[config.mk]
export PLATFORM = sky130hd
export DESIGN_NAME = ctrl_decoder
export DESIGN_NICKNAME = d
export VERILOG_FILES = /design/src/rtl/ctrl_decoder.sv
export SDC_FILE = /design/constraint.sdc
export NUM_CORES = 1
export LEC_CHECK = 0
export CORE_MARGIN = 5
export CORE_UTILIZATION = 40
export DETAILED_ROUTE_END_ITERATION = 16
export HOLD_SLACK_MARGIN = 0.08
export PLACE_DENSITY_LB_ADDON = 0.15
export SYNTH_ARGS = -nofsm -noshare
export SYNTH_HDL_FRONTEND = slang
export SYNTH_SLANG_ARGS = --single-unit
export TNS_END_PERCENT = 20
[constraint.sdc]
create_clock -name Clk -period 1.37 [get_ports Clk]
set_input_delay 0.411 -clock Clk [delete_from_list [all_inputs] [get_ports Clk]]
set_output_delay 0.411 -clock Clk [all_outputs]
set_load 0.05 [all_outputs]
[src/rtl/ctrl_decoder.sv]
// Instruction decoder FSM driving registered datapath mux selects over a valid/ready fetch handshake.
// Optional retired-instruction counter enabled by defining CTRL_DECODER_PERF_CNT_EN.
module ctrl_decoder #(
    parameter int IW  = 9,
    parameter int OPW = 3,
    parameter int FW  = 6
) (
    input  logic          Clk,
    input  logic          Reset_n,
    input  logic          instr_valid,
    input  logic [IW-1:0] instr,
    output logic          instr_ready,
    input  logic          flush,
    input  logic          zero_flag,
    output logic          mem_rd,
    output logic          ctrl_valid,
    output logic          Format,
    output logic          Load,
    output logic          ALUSrc,
    output logic          Branch,
    output logic          Copy,
    output logic          Move,
    output logic          BranchResult,
    output logic [FW-1:0] Field,
    output logic          halted
`ifdef CTRL_DECODER_PERF_CNT_EN
    ,
    output logic [15:0]   retired_cnt
`endif
);

    typedef enum logic [2:0] {
        S_IDLE,
        S_MEM,
        S_BR,
        S_EXEC,
        S_HALT
    } state_t;

    typedef enum logic [OPW-1:0] {
        OP_ADD  = 3'b000,
        OP_ADDI = 3'b001,
        OP_LD   = 3'b010,
        OP_ST   = 3'b011,
        OP_CPY  = 3'b100,
        OP_MOV  = 3'b101,
        OP_BEQ  = 3'b110,
        OP_HALT = 3'b111
    } opcode_t;

    // Bit positions inside the packed select vector
    localparam int SEL_FORMAT = 6;
    localparam int SEL_LOAD   = 5;
    localparam int SEL_ALUSRC = 4;
    localparam int SEL_BRANCH = 3;
    localparam int SEL_COPY   = 2;
    localparam int SEL_MOVE   = 1;
    localparam int SEL_BRRES  = 0;

    state_t        state_q, state_d;
    logic [6:0]    sel_q, sel_d;
    logic          ctrl_valid_q, ctrl_valid_d;
    logic          mem_rd_q, mem_rd_d;
    logic [FW-1:0] field_q, field_d;
    logic          halted_q, halted_d;
    logic          accept;
    opcode_t       opcode;

    assign opcode      = opcode_t'(instr[IW-1 -: OPW]);
    assign instr_ready = (state_q == S_IDLE) && !flush;
    assign accept      = instr_valid && instr_ready;

    function automatic logic [6:0] single_cycle_sel(input opcode_t op);
        logic [6:0] s;
        s = '0;
        unique case (op)
            OP_ADDI, OP_ST: begin
                s[SEL_FORMAT] = 1'b1;
                s[SEL_ALUSRC] = 1'b1;
            end
            OP_CPY:  s[SEL_COPY] = 1'b1;
            OP_MOV:  s[SEL_MOVE] = 1'b1;
            default: s = '0;
        endcase
        return s;
    endfunction

    always_comb begin
        state_d      = state_q;
        sel_d        = '0;
        ctrl_valid_d = 1'b0;
        mem_rd_d     = 1'b0;
        field_d      = field_q;
        halted_d     = halted_q;

        unique case (state_q)
            S_IDLE: begin
                field_d = '0;
                if (accept) begin
                    field_d = instr[FW-1:0];
                    unique case (opcode)
                        OP_LD: begin
                            state_d  = S_MEM;
                            mem_rd_d = 1'b1;
                        end
                        OP_BEQ: state_d = S_BR;
                        OP_HALT: begin
                            state_d  = S_HALT;
                            halted_d = 1'b1;
                            field_d  = '0;
                        end
                        default: begin
                            state_d      = S_EXEC;
                            ctrl_valid_d = 1'b1;
                            sel_d        = single_cycle_sel(opcode);
                        end
                    endcase
                end
            end
            S_MEM: begin
                state_d          = S_EXEC;
                ctrl_valid_d     = 1'b1;
                sel_d[SEL_LOAD]  = 1'b1;
            end
            S_BR: begin
                state_d           = S_EXEC;
                ctrl_valid_d      = 1'b1;
                sel_d[SEL_BRANCH] = 1'b1;
                sel_d[SEL_BRRES]  = zero_flag;
            end
            S_EXEC: begin
                state_d = S_IDLE;
                field_d = '0;
            end
            S_HALT: begin
                halted_d = 1'b1;
                field_d  = '0;
            end
            default: begin
                state_d = S_IDLE;
                field_d = '0;
            end
        endcase

        // Flush overrides everything except a retired HALT
        if (flush && (state_q != S_HALT)) begin
            state_d      = S_IDLE;
            sel_d        = '0;
            ctrl_valid_d = 1'b0;
            mem_rd_d     = 1'b0;
            field_d      = '0;
        end
    end

    always_ff @(posedge Clk or negedge Reset_n) begin
        if (!Reset_n) begin
            state_q      <= S_IDLE;
            sel_q        <= '0;
            ctrl_valid_q <= 1'b0;
            mem_rd_q     <= 1'b0;
            field_q      <= '0;
            halted_q     <= 1'b0;
        end else begin
            state_q      <= state_d;
            sel_q        <= sel_d;
            ctrl_valid_q <= ctrl_valid_d;
            mem_rd_q     <= mem_rd_d;
            field_q      <= field_d;
            halted_q     <= halted_d;
        end
    end

`ifdef CTRL_DECODER_PERF_CNT_EN
    logic [15:0] retired_cnt_q, retired_cnt_d;
    logic        retire;

    // Counted on the same edge that raises ctrl_valid or enters S_HALT
    assign retire        = ctrl_valid_d || ((state_d == S_HALT) && (state_q != S_HALT));
    assign retired_cnt_d = retired_cnt_q + {15'd0, retire};

    always_ff @(posedge Clk or negedge Reset_n) begin
        if (!Reset_n) begin
            retired_cnt_q <= '0;
        end else begin
            retired_cnt_q <= retired_cnt_d;
        end
    end

    assign retired_cnt = retired_cnt_q;
`endif

    assign mem_rd       = mem_rd_q;
    assign ctrl_valid   = ctrl_valid_q;
    assign Format       = sel_q[SEL_FORMAT];
    assign Load         = sel_q[SEL_LOAD];
    assign ALUSrc       = sel_q[SEL_ALUSRC];
    assign Branch       = sel_q[SEL_BRANCH];
    assign Copy         = sel_q[SEL_COPY];
    assign Move         = sel_q[SEL_MOVE];
    assign BranchResult = sel_q[SEL_BRRES];
    assign Field        = field_q;
    assign halted       = halted_q;

endmodule

# [Word-level counts from Yosys, hierarchy flattened]
# Index checks and enable logic that the tools add are counted.
[word_totals] reg_bits=19 inputBits=14 output_inout_bits=17
[classes] eq_ne=16 n_mux=31 n_reduce_logical=11
[ops] op="$mux W7" count=3
[ops] op="$mux W6" count=3
[ops] op="$pmux W3 S3" count=2
[ops] op="$eq A3 B3 Y1 const B" count=5
[ops] op="$mux W1" count=14
[ops] op="$pmux W6 S2" count=1
[ops] op="$pmux W1 S2" count=5
[ops] op="$eq A3 B2 Y1 const B" count=3
[ops] op="$eq A3 B1 Y1 const B" count=2
[ops] op="$mux W3" count=2
[ops] op="$ne A2 B1 Y1 const B" count=2
[ops] op="$ne A2 B2 Y1 const B" count=2
[ops] op="$reduce_or A2 Y1" count=2
[ops] op="$logic_and A1 B1 Y1" count=3
[ops] op="$logic_not A3 Y1" count=1
[ops] op="$ne A3 B2 Y1 const B" count=1
[ops] op="$ne A3 B3 Y1 const B" count=1
[ops] op="$reduce_and A3 Y1" count=1
[ops] op="$reduce_or A3 Y1" count=1
[ops] op="$mux W2" count=1
[ops] op="$reduce_and A2 Y1" count=1
[ops] op="$reduce_bool A2 Y1" count=1
[ops] op="$logic_not A1 Y1" count=1

# [Depth between registers and ports, before layout]
# Gate-level depths: netlist of the first run.
[logic_depth] ltp_word=7 ltp_mapped=4 ltp_nobuf=3

# [Least setup slack after synthesis of the first run]
# Ideal clock, no wire load.
[synth_path] kind="register to register" startpoint="register state_q[0]" endpoint="register field_q[0], in the netlist Field[0]" arrival_ns=1.686 t_required_ns=1.303 path_slack_ns=-0.383 path_stages_with_launch=5 period_less_slack_ns=1.753 cell_sequence="dfrtp_1 > nor4_4 > and3_1 > buf_6 > a22o_1"
[synth_via] elab_chain_len=6 word_cells_on_any_way=12 classes_between="eq/ne (4); mux (3); reduce/logical (5)"
[synth_rtl] element="from (decl)" line="60" text="state_t state_q, state_d;"
[synth_rtl] element="from (signal assigned)" line="164" text="state_q <= state_d;"
[synth_rtl] element="$logic_not A3 Y1" line="70" text="assign instr_ready = (state_q == S_IDLE) && !flush;"
[synth_rtl] element="$logic_and A1 B1 Y1" line="70"
[synth_rtl] element="via instr_ready" line="12" text="output logic instr_ready,"
[synth_rtl] element="$logic_and A1 B1 Y1" line="71" text="assign accept = instr_valid && instr_ready;"
[synth_rtl] element="$mux W6" line="99" text="if (accept) begin"
[synth_rtl] element="$pmux W6 S2" line="96" text="unique case (state_q)"
[synth_rtl] element="$mux W6" line="146" text="if (flush && (state_q != S_HALT)) begin"
[synth_rtl] element="to (signal assigned)" line="168" text="field_q <= field_d;"
[synth_rtl] element="to (decl)" line="64" text="logic [FW-1:0] field_q, field_d;"
# The timed path passes the listed nets, and every way through them passes these cells.
# A chain may end at the register's enable or synchronous reset.

# [Worst setup path after layout of the first run]
[layout_path] startpoint="register state_q[1]" endpoint="output port instr_ready"
[layout_via] elab_chain_len=2
[layout_rtl] element="$logic_not A3 Y1" line="70"
[layout_rtl] element="$logic_and A1 B1 Y1" line="70"
[layout_rtl] element="to (decl)" line="12"
# Every way passes these cells.

==> summary.txt, run 1 <==
Pwr
  – Total chip power: approximately 1.4 mW
  – Worst voltage drop across the vdd grid: ~740 µV
  – Power density normalized to cell area: 983 nW/µm²
  – Static leakage: 0.617 nW

Worst setup path
  – CP arrival: 1.25 ns
  – Critical path class: flop to primary output
  – Required arrival time at the worst endpoint: about 0.96 ns
  – Kind of end point of the critical path: primary output
  – Critical R2R Launch: state_q[1]$_DFFE_PN0P_
  – Largest driver fanout on the critical path: 2
  – Reg-to-reg endpoint: Field[0]$_DFFE_PN0P_
  – Worst reg-to-reg path cell count: 5
  – R2R Setup Slk: -0.01 ns
  – Startpoint type of the worst setup path: flop

Clock tree
  – H-tree depth reported by CTS: 1
  – Maximum number of buffers from clock root to sink: 2
  – Clock insertion delay at the later pin of the skew report: 0.28 ns
  – Inserted Clock Buffers: 3
  – Clock tree from TritonCTS: done
  – Post-CTS clock slew at the launch and capture registers of the worst setup and hold paths: approximately 0.10 ns
  – TritonCTS Sinks: 18
  – Root Driver: clkbuf_4

Global routing
  – Grt total ovfl: 0
  – Number of antenna violations at the first check in global routing: 0
  – Global-route total usage across every layer: 13.9%
  – Pin count of the biggest net entering global routing: 19
  – Via count of the first global-routing pass: between 600 and 700
  – Wire length of the first global-routing pass: around 2800 µm
  – Layer carrying the most global-route usage: met2
  – Global Route met1 Usage: 18.3%
  – Met3 GRT Util: 3.13%
  – Global routing met2 resource utilization: 22.3%

Detailed routing
  – Post-Route WL: roughly 1800 µm
  – First-pass iteration count of the detailed router: 4
  – Number of vias per cell after detailed routing: ~4.8
  – Post-DR wirelength/cell: about 14 µm
  – Starting DRC count in detailed routing: 4
  – Residual DRC count: 0
  – Vias: 606
  – Antenna Violating Nets Remaining: 0

Die
  – Area of the core: 1730 µm²
  – Die extent in x: about 53 µm
  – Total Die Area: about 2800 µm²
  – Number of placed I/O pins: 31
  – Die Height: 52.5 µm
  – Starting density of the core: approximately two fifths
  – Number of cell rows: 15

Cells and area
  – Fill cell total of the finished layout: just over 100
  – Non-Filler Cell Area, Final: around 1400 µm²
  – Final-stage net count: between 100 and 150
  – Ratio of cells with drive above 1 in the final layout: between 40% and 50%
  – Most frequent cells in the layout: dfrtp_1 (17), buf_12 (17), buf_4 (13)
  – Area added between synthesis and finish: 90.8%
  – Number of diodes: 0

Flow run
  – Max capacitance violation total: 0

STA
  – Worst Max-Slew Pin Slew: between 0.3 and 0.4 ns
  – Worst slew margin: between 70% and 80%
  – Maximum clock rate: ~0.6 GHz
  – Number of hold violations in the final report: 0
  – Number of failing setup endpoints in the final timing report: 5
  – Final Max Slew Viols: 0
  – Period utilisation layout: 121%
  – Setup repair after global routing missed its margin: yes
  – Total Negative Setup Slacks: -0.306 ns
  – Post-layout worst setup margin: -0.287 ns
  – Minimum hold slack: around 0.44 ns
  – Minimum period implied by the final worst setup slack: between 1.5 and 2 ns
  – Final Skew: approximately 0.0068 ns

Placement
  – HPWL after DPL: 1300 µm
  – Setup WS pre-CTS: -0.521 ns
  – Final GP Congestion: 0.802
  – Count of buffers from port buffering: 30
  – Area after DPL: between 1000 and 1500 µm²

Synthesis
  – Post-synthesis sequential element count: 18
  – Total nets after synthesis: 70
  – Avg Cell Area, Syn: between 10 and 15 µm²
  – Share of the yosys chip area belonging to registers: between 60 and 70%
  – Gate count of the mapped netlist: between 50 and 60
  – Cell Area, Synth: between 700 and 800 µm²
  – Yosys synthesis warning count: 0
  – Synth cell types: 24

Min path
  – Path class of the lowest-slack min-delay path: primary input to async pin

Run status
  – Failing checks: setup timing
  – Status: finished, violations left
[critical path, stage by stage (launching register included)]
cell and delay, ns:
dfrtp_2 0.43, nor4_4 0.24, buf_4 0.16, buf_12 0.13
[where the power goes]
part           total, mW  switching (mW)  internal, mW
logic              0.485           0.239         0.246
clock network      0.263           0.150         0.113
registers          0.608          0.0390         0.569
[state kept, by name, indices dropped and copies added, names as in the netlist]
signal,flops
mem_rd,1
halted,1
Field,6
state_q,3
sel_q,6
ctrl_valid,1
[what timing repair did]
action	CTS	global route
setup buffers	1	1
hold buffers	0	0
pin swaps	1	0
setup endpoints to repair	13	11
gates resized for setup	4	6
[routing by layer]
metal  part of all wire [%]  vias to the layer above
li1                       -                      295
met4                   0.57                        0
met3                    6.6                        2
met1                     44                      289
met2                     49                       20
met5                      0                        -
[layout make-up]
| cell class | count | area, µm² | area share (%) |
|---|---|---|---|
| Sequential cell | 18 | 452 | 32.7 |
| Timing Repair Buffer | 44 | 578 | 41.9 |
| Inverter | 1 | 3.75 | 0.272 |
| Tap cell | 25 | 31.3 | 2.27 |
| Multi-Input combinational cell | 35 | 289 | 20.9 |
| Clock buffer | 4 | 26.3 | 1.90 |
[synth_stat cells, drive strengths merged]
cell type | n | area, µm²
nand2 | 5 | 21.3
a211o | 1 | 10.0
and3 | 1 | 6.26
nand3 | 2 | 10.0
nor2 | 3 | 11.3
buf | 2 | 18.8
inv | 1 | 3.75
xor2 | 1 | 8.76
xnor2 | 1 | 8.76
nor4b | 3 | 32.5
and2 | 1 | 6.26
a31o | 1 | 8.76
a21oi | 3 | 15.0
nor4 | 2 | 27.5
nand2b | 1 | 6.26
a22o | 6 | 52.6
nor3 | 1 | 10.0
o21ai | 3 | 15.0
dfrtp | 18 | 450
[cell families (layout without fill, tap and decap cells)]
kind of cell / after synthesis / after routing / synth area share [%]
buffers and inverters: 3 / 49 / 3.11
AND/OR/NAND/NOR: 19 / 19 / 18.2
flip-flops: 18 / 18 / 62.3
XOR/XNOR: 2 / 2 / 2.42
AO/OA/AOI/OAI: 14 / 14 / 14.0
[worst max-delay path by stage]
stage	startpoint	to	slack, ns	depth (start not counted)
6_report	state_q[1]$_DFFE_PN0P_	instr_ready	-0.29	3
4_1_cts	state_q[1]$_DFFE_PN0P_	instr_ready	-0.30	3
3_5_place_dp	flush	instr_ready	-0.52	4
3_3_place_gp	flush	instr_ready	-0.49	4
5_1_grt	state_q[1]$_DFFE_PN0P_	instr_ready	-0.37	3
2_1_floorplan	state_q[1]$_DFFE_PN0P_	Field[0]$_DFFE_PN0P_	-0.36	4
[stage by stage]
step | cells | utilization [%]
after floorplan | 56 | -
after global placement | 122 | 75.6
after detailed placement | 122 | 75.6
after CTS | 127 | 78.1
after global routing | 127 | 79.9
final | 127 | 79.9
Power figures use the tool's default switching activity.
==> inputs of run 2 (changes only) <==
--- a/config.mk
+++ b/config.mk
@@ -5,6 +5,7 @@
 export SDC_FILE = /design/constraint.sdc
 export NUM_CORES = 1
 export LEC_CHECK = 0
+export ABC_AREA = 1
 export CORE_MARGIN = 5
 export CORE_UTILIZATION = 40
 export DETAILED_ROUTE_END_ITERATION = 16
==> run 2 against run 1 <==
  * The run still ends with setup timing left
  * Global-route usage down 0.15 points
  * Non-clock buffer count up 1
  * Final cell count up 24%
  * Highest routed layer unchanged
==> summary.txt, run 2 <==
Clock tree
  – Inserted Clock Buffers: 3 (unchanged)
  – Root Driver: clkbuf_4
  – Clock tree from TritonCTS: done
  – Post-CTS clock slew at the launch and capture registers of the worst setup and hold paths: 0.10 ns (about the same)
  – TritonCTS Sinks: 18 (unchanged)
  – H-tree depth reported by CTS: 1 (unchanged)
  – Clock insertion delay at the later pin of the skew report: 0.29 ns (about the same)
  – Maximum number of buffers from clock root to sink: 2 (unchanged)

Detailed routing
  – Post-DR wirelength/cell: 11.4 µm (-17%)
  – Vias: 723 (+19%)
  – Starting DRC count in detailed routing: 9 (+5)
  – Antenna Violating Nets Remaining: 0 (unchanged)
  – Residual DRC count: 0 (unchanged)
  – Post-Route WL: 1810 µm (+3.3%)
  – First-pass iteration count of the detailed router: 4 (unchanged)
  – Number of vias per cell after detailed routing: 4.58 (-4.1%)

Cells and area
  – Ratio of cells with drive above 1 in the final layout: 41.2% (-1.9 points)
  – Commonest non-fill, non-tap cell in the layout: nand2_1
  – Non-Filler Cell Area, Final: 1430 µm² (+3.8%)
  – Area added between synthesis and finish: 81.7%
  – Final-stage net count: 146 (+25%)
  – Most frequent cells in the layout: nand2_1 (21), dfrtp_1 (18), buf_12 (17)
  – Number of diodes: 0 (unchanged)

Pwr
  – Worst voltage drop across the vdd grid: 613 µV (-17%)
  – Static leakage: 0.694 nW (+12%)
  – Power density normalized to cell area: 654 nW/µm² (-33%)

Die
  – Number of cell rows: 16 (+1)
  – Number of placed I/O pins: 31 (unchanged)
  – Starting density of the core: 41.0% (-0.87 points)
  – Area of the core: 1920 µm² (+11%)
  – Total Die Area: 2960 µm² (+7.2%)
  – Die Height: 54.4 µm (+3.6%)
  – Die extent in x: 54.4 µm (+3.6%)

Placement
  – HPWL after DPL: 1380 µm (+6.4%)
  – Count of buffers from port buffering: 30 (unchanged)
  – Final GP Congestion: 0.714 (-11%)
  – Area after DPL: 1350 µm² (+3.1%)

Synthesis
  – Area share of the largest cell type after synthesis: 57.1% (-5.1 points)
  – Top-count cell post-synth: nand2_1
  – Avg Cell Area, Syn: 9.50 µm² (-26%)
  – Post-synthesis sequential element count: 18 (unchanged)
  – Share of the yosys chip area belonging to registers: 57.1% (-5.1 points)
  – Most frequently used flop master after synthesis: dfrtp_1
  – Cell types occupying the most area after synthesis: dfrtp_1 (57%), nand2_1 (10%), nand3_1 (7.0%), nand2_2 (4.8%), nor3_2 (3.8%)
  – Library cell occupying the most area in the post-synthesis netlist: dfrtp_1
  – Cell Area, Synth: 788 µm² (+9.0%)
  – Cell types with the highest counts after synthesis: nand2_1 (21), dfrtp_1 (18), nand3_1 (11)
  – Gate count of the mapped netlist: 83 (+48%)
  – Number of synthesized flops with an enable pin: 0 (unchanged)
  – Synth cell types: 17 (-29%)
  – Async S/R FF share, synth: 100% (unchanged)
  – Yosys synthesis warning count: 0 (unchanged)
  – Total nets after synthesis: 97 (+39%)

STA
  – Setup repair after global routing missed its margin: yes
  – Number of hold violations in the final report: 0 (unchanged)
  – Post-layout worst setup margin: -0.143 ns (+0.144 ns)
  – Worst slew margin: 84.3% (+6.9 points)
  – Number of failing setup endpoints in the final timing report: 1 (-4)
  – Worst Max-Slew Pin Slew: 0.235 ns (-0.0988 ns)
  – Maximum clock rate: 0.661 GHz (+9.5%)
  – Minimum hold slack: 0.443 ns (+0.000463 ns)
  – Final Max Slew Viols: 0 (unchanged)
  – Minimum period implied by the final worst setup slack: 1.51 ns (-0.144 ns)
  – Period utilisation layout: 110% (-10 points)
  – Final Skew: 0.000680 ns (-0.00610 ns)

Global routing
  – Global-route total usage across every layer: 13.8% (-0.15 points)
  – Via count of the first global-routing pass: 712 (+14%)
  – Wire length of the first global-routing pass: 2880 µm (+3.5%)
  – Number of antenna violations at the first check in global routing: 0 (unchanged)
  – Grt total ovfl: 0 (unchanged)
  – Pin count of the biggest net entering global routing: 19 (unchanged)

Run status
  – Status: finished, violations left
  – Failing checks: setup timing

Flow run
  – Max capacitance violation total: 0 (unchanged)

Worst setup path
  – CP arrival: 1.10 ns (-0.15 ns)
  – Required arrival time at the worst endpoint: 0.96 ns (about the same)
  – Kind of end point of the critical path: primary output
  – Largest driver fanout on the critical path: 2 (unchanged)
  – Critical path class: flop to primary output
  – Startpoint type of the worst setup path: flop

Min path
  – Path class of the lowest-slack min-delay path: primary input to async pin
-- run 2: changes by cell type in the layout (fill, tap and decap cells not counted), moves of 3 or more --
| cell | change |
|---|---|
| a22o_1 | -6 |
| inv_1 | +5 |
| inv_2 | +3 |
| nand2_1 | +17 |
| nand2_2 | +6 |
| nand3_1 | +9 |
| nor3_2 | +3 |
-- run 2: path summary, 6_finish.rpt --
kind	cells past startpoint	endpoint	slack, ns	startpoint
setup / recovery	4	instr_ready	-0.14	state_q[2]$_DFFE_PN0P_
hold / removal	2	sel_q[0]$_DFF_PN0_	0.44	Reset_n
setup reg to reg	8	ctrl_valid$_DFF_PN0_	0.09	state_q[2]$_DFFE_PN0P_
hold reg to reg	2	Field[1]$_DFFE_PN0P_	0.54	Field[1]$_DFFE_PN0P_
max in group asynchronous	2	ctrl_valid$_DFF_PN0_	0.73	Reset_n
min in group Clk	2	Field[1]$_DFFE_PN0P_	0.54	Field[1]$_DFFE_PN0P_
-- run 2: metal layers --
metal	vias up	GRT usage, %	part of all wire (%)
met3	4	1.63	6.4
met4	0	7.47	1.6
met1	340	14.4	37
met2	24	26.3	55
met5	-	0	0
li1	355	-	-
-- run 2: critical path: stages, from the launching register on --
cell and delay, ns:
dfrtp_1 0.41, inv_2 0.07, nand2_2 0.05, nor2_4 0.13
buf_12 0.14
-- run 2: timing repair --
item / in CTS / in global routing
endpoints found under the setup margin: 1 / 1
hold buffers: 0 / 0
gates resized for setup: 2 / 0
buffers inserted: 5 / 2
gates cloned: 0 / 0
pin swaps: 1 / 2
-- run 2: cell families after synthesis --
logic type | synth area share [%]
buf+inv | 6.03
flops | 57.1
compound gates | 2.38
simple gates | 34.4
-- run 2: cell type report --
type / count / area, µm²
Timing Repair Buffer: 45 / 582
Fill cell: 145 / 489
Clock buffer: 4 / 36.3
Inverter: 10 / 40.0
Tap cell: 27 / 33.8
Sequential cell: 18 / 450
Multi-Input combinational cell: 54 / 290
-- run 2: through the flow --
stage	cells	setup slack, ns	utilization (%)	setup TNS (ns)	total power [mW]
CTS	156	-0.141	73.8	-0.141	0.948
floorplan	83	0.0727	-	0	0.557
detailed placement	147	-0.279	70.0	-2.36	0.628
global route	158	-0.202	74.5	-0.205	0.987
finish	158	-0.143	74.5	-0.143	0.937
global placement	147	-0.273	70.0	-2.04	0.626
-- run 2: power breakdown --
part           total [mW]  internal [mW]  switching [mW]
Sequential          0.531          0.531               0
Clock               0.322          0.162           0.160
Combinational      0.0840         0.0479          0.0361
Total               0.937          0.741           0.196
==> inputs of run 3 (changes only) <==
--- a/config.mk
+++ b/config.mk
@@ -11,6 +11,7 @@
 export DETAILED_ROUTE_END_ITERATION = 16
 export HOLD_SLACK_MARGIN = 0.08
 export PLACE_DENSITY_LB_ADDON = 0.15
+export SLEW_MARGIN = 20
 export SYNTH_ARGS = -nofsm -noshare
 export SYNTH_HDL_FRONTEND = slang
 export SYNTH_SLANG_ARGS = --single-unit
==> results of run 3 <==
Same layout as run 2: the final DEF is identical, and so are final timing and power.
